### src/rtl/bitop_cmd_unit.sv
// Purpose : valid/ready command front-end for the 16-bit bitwise unit (AND/OR/invert-a).
//           Registers one command, holds it on alu_a/alu_b/alu_op for SETTLE_CYCLES,
//           captures alu_out and returns it with zero/error flags.
// Latency : legal op -> rsp_valid sampled high SETTLE_CYCLES+1 edges after acceptance;
//           illegal op (3) -> 1 edge after acceptance.
// Backpr. : single command in flight; cmd_ready only in IDLE, response held
//           stable until rsp_ready is sampled high.
//
// Ports:
//   clk, rst_n                   clock, async active-low reset
//   cmd_valid/cmd_ready          command handshake; cmd_a, cmd_b, cmd_op payload
//   alu_a/alu_b/alu_op           registered operands driven to the bitwise unit
//   alu_out                      combinational result from the bitwise unit
//   rsp_valid/rsp_ready          response handshake; rsp_data, rsp_zero, rsp_err payload
//   cmd_count                    responses consumed (wraps at 16 bits)

module bitop_cmd_unit #(
  parameter int unsigned SETTLE_CYCLES = 1
) (
  input  logic        clk,
  input  logic        rst_n,

  input  logic        cmd_valid,
  output logic        cmd_ready,
  input  logic [15:0] cmd_a,
  input  logic [15:0] cmd_b,
  input  logic [1:0]  cmd_op,

  output logic [15:0] alu_a,
  output logic [15:0] alu_b,
  output logic [1:0]  alu_op,
  input  logic [15:0] alu_out,

  output logic        rsp_valid,
  input  logic        rsp_ready,
  output logic [15:0] rsp_data,
  output logic        rsp_zero,
  output logic        rsp_err,

  output logic [15:0] cmd_count
);

  // Out-of-range settings are clamped into the 4-bit counter's 1..15 range.
  localparam int unsigned SETTLE_EFF =
      (SETTLE_CYCLES < 1)  ? 1  :
      (SETTLE_CYCLES > 15) ? 15 : SETTLE_CYCLES;
  localparam logic [3:0] SETTLE_INIT = 4'(SETTLE_EFF - 1);
  localparam logic [1:0] OP_ILLEGAL  = 2'd3;

  typedef enum logic [1:0] {
    IDLE = 2'd0,
    EXEC = 2'd1,
    RESP = 2'd2
  } state_e;

  state_e      state_q,     state_d;
  logic [3:0]  settle_q,    settle_d;
  logic [15:0] opa_q,       opa_d;
  logic [15:0] opb_q,       opb_d;
  logic [1:0]  opc_q,       opc_d;
  logic [15:0] rsp_data_q,  rsp_data_d;
  logic        rsp_zero_q,  rsp_zero_d;
  logic        rsp_err_q,   rsp_err_d;
  logic [15:0] cmd_count_q, cmd_count_d;

  // ------------------------------------------------------------------
  // State register
  // ------------------------------------------------------------------
  always_ff @(posedge clk or negedge rst_n) begin
    if (!rst_n) begin
      state_q     <= IDLE;
      settle_q    <= 4'd0;
      opa_q       <= 16'h0000;
      opb_q       <= 16'h0000;
      opc_q       <= 2'd0;
      rsp_data_q  <= 16'h0000;
      rsp_zero_q  <= 1'b0;
      rsp_err_q   <= 1'b0;
      cmd_count_q <= 16'h0000;
    end else begin
      state_q     <= state_d;
      settle_q    <= settle_d;
      opa_q       <= opa_d;
      opb_q       <= opb_d;
      opc_q       <= opc_d;
      rsp_data_q  <= rsp_data_d;
      rsp_zero_q  <= rsp_zero_d;
      rsp_err_q   <= rsp_err_d;
      cmd_count_q <= cmd_count_d;
    end
  end

  // ------------------------------------------------------------------
  // Next-state and handshake outputs
  // ------------------------------------------------------------------
  always_comb begin
    state_d     = state_q;
    settle_d    = settle_q;
    opa_d       = opa_q;
    opb_d       = opb_q;
    opc_d       = opc_q;
    rsp_data_d  = rsp_data_q;
    rsp_zero_d  = rsp_zero_q;
    rsp_err_d   = rsp_err_q;
    cmd_count_d = cmd_count_q;
    cmd_ready   = 1'b0;
    rsp_valid   = 1'b0;

    unique case (state_q)
      IDLE: begin
        cmd_ready = 1'b1;
        if (cmd_valid) begin
          // Operands load even for the illegal opcode so the datapath
          // inputs always show the last accepted command.
          opa_d = cmd_a;
          opb_d = cmd_b;
          opc_d = cmd_op;
          if (cmd_op == OP_ILLEGAL) begin
            // No point waiting on the datapath; answer with an error.
            rsp_data_d = 16'h0000;
            rsp_zero_d = 1'b0;
            rsp_err_d  = 1'b1;
            state_d    = RESP;
          end else begin
            settle_d = SETTLE_INIT;
            state_d  = EXEC;
          end
        end
      end

      EXEC: begin
        if (settle_q == 4'd0) begin
          rsp_data_d = alu_out;
          rsp_zero_d = (alu_out == 16'h0000);
          rsp_err_d  = 1'b0;
          state_d    = RESP;
        end else begin
          settle_d = settle_q - 4'd1;
        end
      end

      RESP: begin
        rsp_valid = 1'b1;
        if (rsp_ready) begin
          cmd_count_d = cmd_count_q + 16'd1;
          state_d     = IDLE;
        end
      end

      default: begin
        state_d = IDLE;
      end
    endcase
  end

  // ------------------------------------------------------------------
  // Output wiring
  // ------------------------------------------------------------------
  assign alu_a     = opa_q;
  assign alu_b     = opb_q;
  assign alu_op    = opc_q;
  assign rsp_data  = rsp_data_q;
  assign rsp_zero  = rsp_zero_q;
  assign rsp_err   = rsp_err_q;
  assign cmd_count = cmd_count_q;

endmodule

### config.mk
export PLATFORM = sky130hd
export DESIGN_NAME = bitop_cmd_unit
export DESIGN_NICKNAME = d
export VERILOG_FILES = /design/src/rtl/bitop_cmd_unit.sv
export SDC_FILE = /design/constraint.sdc
export NUM_CORES = 1
export LEC_CHECK = 0
export CORE_ASPECT_RATIO = 1.2
export CORE_UTILIZATION = 43
export DETAILED_ROUTE_END_ITERATION = 10
export MAX_ROUTING_LAYER = met4
export PLACE_DENSITY_LB_ADDON = 0.12
export SLEW_MARGIN = 25
export SYNTH_ARGS = -nofsm -noshare
export SYNTH_HDL_FRONTEND = slang
export SYNTH_SLANG_ARGS = --single-unit
export TNS_END_PERCENT = 5
### constraint.sdc
create_clock -name clk -period 2.1 [get_ports clk]
set_clock_uncertainty 0.2 [all_clocks]
set_input_delay 0.42 -clock clk [delete_from_list [all_inputs] [get_ports clk]]
set_output_delay 0.42 -clock clk [all_outputs]
set_load 0.01 [all_outputs]
==> impl_results.md <==
- Number of buffers and inverters on the critical path: 1
- Startpoint of the worst register-to-register path: state_q[0]
- Placement-stage cell area: roughly 4500 sq um
- Netlist area before placement: ~3100 sq um
- Proportion of netlist area held by the largest area contributor: 60.1%
- Final number of setup-violating endpoints: 0
- Worst setup SP type: flip-flop
- Total routed wirelength: 6980 um
- Slew at the pin closest to its max-slew limit: 299 ps
- Cell breakdown of the critical path: clkdlybuf4s50_1
- Number of cells on the critical path: 1
- Final critical delay including setup and external delays: 1970 ps
- Number of cells on the worst reg-to-reg path: 5
- Logic pwr share: a little under half
- Worst voltage drop across the vdd grid: approximately 0.84 mV
- Critical path's top delay family: buffers and inverters
- Number of global-route vias before repair: 2,227
- Detailed-routing iteration count for the pre-antenna-repair pass: 4
- Number of buffers added by the clock tree synthesis step: 9
- Floorplan row count: 33
- Critical path data arrival time: roughly 1400 ps
- Cell count after synthesis: 219
- Final instance count without filler cells: around 460
- Clock latency on the worst-skew pair: between 300 and 400 ps
- Final count of pins violating max slew: 0
- Fraction of synthesized cell area in xor and xnor cells: around 4.3%
- Switching part of the total power: around a third
- Peak clock frequency supported by timing: just over 0.5 GHz
- Initial Utilization: between 40 and 50%
- Number of failing hold endpoints at the final stage: 0
- Worst slew margin relative to its limit: 79.9%
- Yosys warns: 0
- Adder-cell area share of the yosys netlist: roughly 1.2%
- Unrepaired setup endpoints after global routing: no
- Sequential-to-total area share from yosys stat: approximately 60%
- Global routing usage summed across all routing layers: between 20% and 30%
- Number of instances on the worst hold path: 1
- GR Layer Usage met3: 4.35%
- Final layout net count: roughly 420
- Vias per cell: a little over 5
- Register area: approximately 1900 sq um
- Area of the core region: approximately 6900 sq um
- Final core utilization: about two thirds
- First-pass GRT wire length: around 11,000 um
- Floorplan die height: around 95 um
- Ports: roughly 120
- Cell area after layout: between 4000 and 5000 sq um
- Post-synth top area cell: dfrtp_1
- CTS H-Tree Depth: 3
- DRC: 0
- Initial antenna violation count: 0
- Antenna viol nets, final: 0
- Outcome: complete, no violations
- Die footprint: ~7500 sq um
- Critical path's slowest cell: clkdlybuf4s50_1
- End of the worst hold path: cmd_count[15]
- Post-synth cell types: 36
- Setup total negative slack: 0 ps
- Most utilized layer in the global route result: met2
- Mux share of post-synthesis cell area: 13.1%
- Number of vias in the routed layout: 2,330
- Cells after DPL: 438
- Max FO, Critical Path: 5
- Num Clock Sinks: 74
- Capture instance of the worst register-to-register path: rsp_data[15]
- Sum of overflow across all layers after global routing: 0
- GP Congestion: between 0.7 and 0.8
- Clock transition at path regs: about 80 ps
- Initial DRC Count: approximately 110
- Largest net degree at the start of global routing: 55
- Worst hold slack after final layout: between 200 and 300 ps
- Area of combinational cells with multiple inputs: 1140 sq um
- Avg Synthesized Cell Area: ~14 sq um
- Post-Syn Nets: roughly 280
- Final clock period utilization by the worst path: 93.7%
- Sequential cell fraction of total power: a little under two fifths
- Internal Dissipation: 4.25 mW
- # fillers: between 500 and 600
- Critical path class: flip-flop to output pin
- Average wire per cell in the routed design: approximately 15 um
- Worst stage delay on the critical path: 570 ps
- Part of the power in the clock network: 16.3%
- Buffers added on ports: between 100 and 150
- Sum of net half-perimeters after detailed placement: 5040 um
- Cell types with the largest area share after synthesis: dfrtp_1 60%, mux2_2 11%, a22o_2 5.2%
- Met1 track utilization from global routing: about a quarter
- Post-Synth Simple-Gate Area: 10.4%
- Synthesis-to-finish area growth: 53.3%
- Worst reg2reg setup slack: 360 ps
- Max capacitance violation total: 0
- Root buffer cell: clkbuf_8
- Required @ worst endpoint: 1480 ps
- Number of synthesized register bits: 74
- Diodes inserted: 0
- Synthesized-area fraction occupied by ao, oa, aoi and oai cells: just over 8%
- Launch point of the worst hold path: cmd_count[15]
- Net Sw Power: slightly below 2 mW
- Die X: 79.3 um
- Worst Setup End Kind: output pin
- GRT met2 Usage: 32.0%
- Share of post-route cells with drive strength above 1: between 20% and 30%
- Clock tree from TritonCTS: done
- Power per standard cell area: 1310 nW/um^2
- Combinational family with the most area after synthesis: multiplexers
- Reported leakage power: roughly 2.0 nW
- Kind of path behind the tightest hold check: flip-flop to flip-flop
- Buffer levels on the longest clock path: 2
==> logic make-up (layout without fill, tap and decap cells) <==
family / Yosys count / after routing
mux: 36 / 36
simple gates: 49 / 49
fa+ha+maj: 3 / 3
flops: 74 / 74
compound gates: 29 / 29
buf+inv: 13 / 164
xor+xnor: 15 / 15
==> timing repair <==
item / 4_1_cts / 5_1_grt
hold buffers: 1 / 0
gates resized for setup: 4 / 0
hold endpoints to repair: 20 / 0
setup endpoints to repair: 2 / 0
buffers inserted: 2 / 0
==> final cells by class <==
type                    count  share of cell area (%)
clock buffers              12                    3.29
flip-flops and latches     74                    39.3
clock inverters             4                   0.557
inverters                   5                   0.398
well taps                  87                    2.31
repair buffers            143                    30.0
multi-input cells         132                    24.2
==> flip-flops by register name (all words and copies together), names as in the netlist, 2 cells and up <==
register	flops
rsp_data	16
cmd_count	16
alu_a	16
state_q	2
alu_b	16
settle_q	4
alu_op	2
==> how the worst max path moves through the flow <==
stage,start,to
finish,cmd_count[2],cmd_count[2]
floorplan,settle_q[0],rsp_data[0]
global route,cmd_count[9],cmd_count[9]
detailed placement,rsp_ready,cmd_count[13]
CTS,cmd_count[2],cmd_count[2]
global placement,rsp_ready,cmd_count[13]
==> layout by cell type (no fill, tap or decap), types with 2 or more instances in the layout <==
cell type	count
clkdlybuf4s50_1	120
xor2_1	7
xnor2_1	8
nor3_1	5
a22o_2	16
dfrtp_2	2
nor2_1	6
o21ai_0	2
nand4_1	2
clkinv_2	2
dfrtp_1	72
nand3_1	7
mux2_2	31
dlygate4sd2_1	2
nor3b_4	2
and2_1	2
o2bb2ai_1	4
nand2_1	9
buf_12	3
mux2_1	4
buf_4	17
ha_1	3
clkbuf_8	11
nand4b_1	3
inv_1	4
nor4_1	5
a21oi_1	4
==> metrics by stage <==
step,worst slack (ps),power [mW]
5_1_grt,49.2,6.58
3_5_place_dp,43.8,5.23
6_report,133,6.19
3_3_place_gp,76.1,5.14
2_1_floorplan,278,3.72
4_1_cts,102,6.27
==> cell usage after synthesis, drive strengths merged <==
| library cell | n |
|---|---|
| clkinv | 1 |
| a21oi | 4 |
| nor4 | 6 |
| nor3 | 6 |
| o21ai | 2 |
| nand3 | 7 |
| xnor2 | 8 |
| xor2 | 7 |
| nor2 | 6 |
| inv | 4 |
| nand2 | 9 |
| o2bb2ai | 4 |
| nand4b | 3 |
| and3 | 1 |
| a21o | 1 |
| and4 | 1 |
| a32o | 1 |
| nand4 | 2 |
| a31oi | 1 |
| nand4bb | 1 |
| or3 | 1 |
| mux2 | 35 |
| nor3b | 2 |
| buf | 8 |
| mux2i | 1 |
| dfrtp | 74 |
| or2 | 1 |
| ha | 3 |
| and2 | 2 |
| nand3b | 1 |
| a22o | 16 |
==> power by group through the flow <==
stage | sequential, mW | clock (mW) | combinational [mW]
after global routing | 2.42 | 1.11 | 3.06
final | 2.34 | 1.01 | 2.84
after CTS | 2.35 | 1.05 | 2.88
after global placement | 2.34 | 0 | 2.80
after detailed placement | 2.38 | 0 | 2.85
after floorplan | 2.57 | 0 | 1.15
==> metal layers <==
| metal | part of all wire [%] | up-vias | routed length, um |
|---|---|---|---|
| li1 | - | 1085 | - |
| met1 | 42 | 1144 | 2960 |
| met2 | 49 | 85 | 3400 |
| met3 | 6.1 | 16 | 425 |
| met4 | 2.8 | 0 | 193 |
| met5 | 0 | - | 0 |
(Power assumes the default switching activity.)
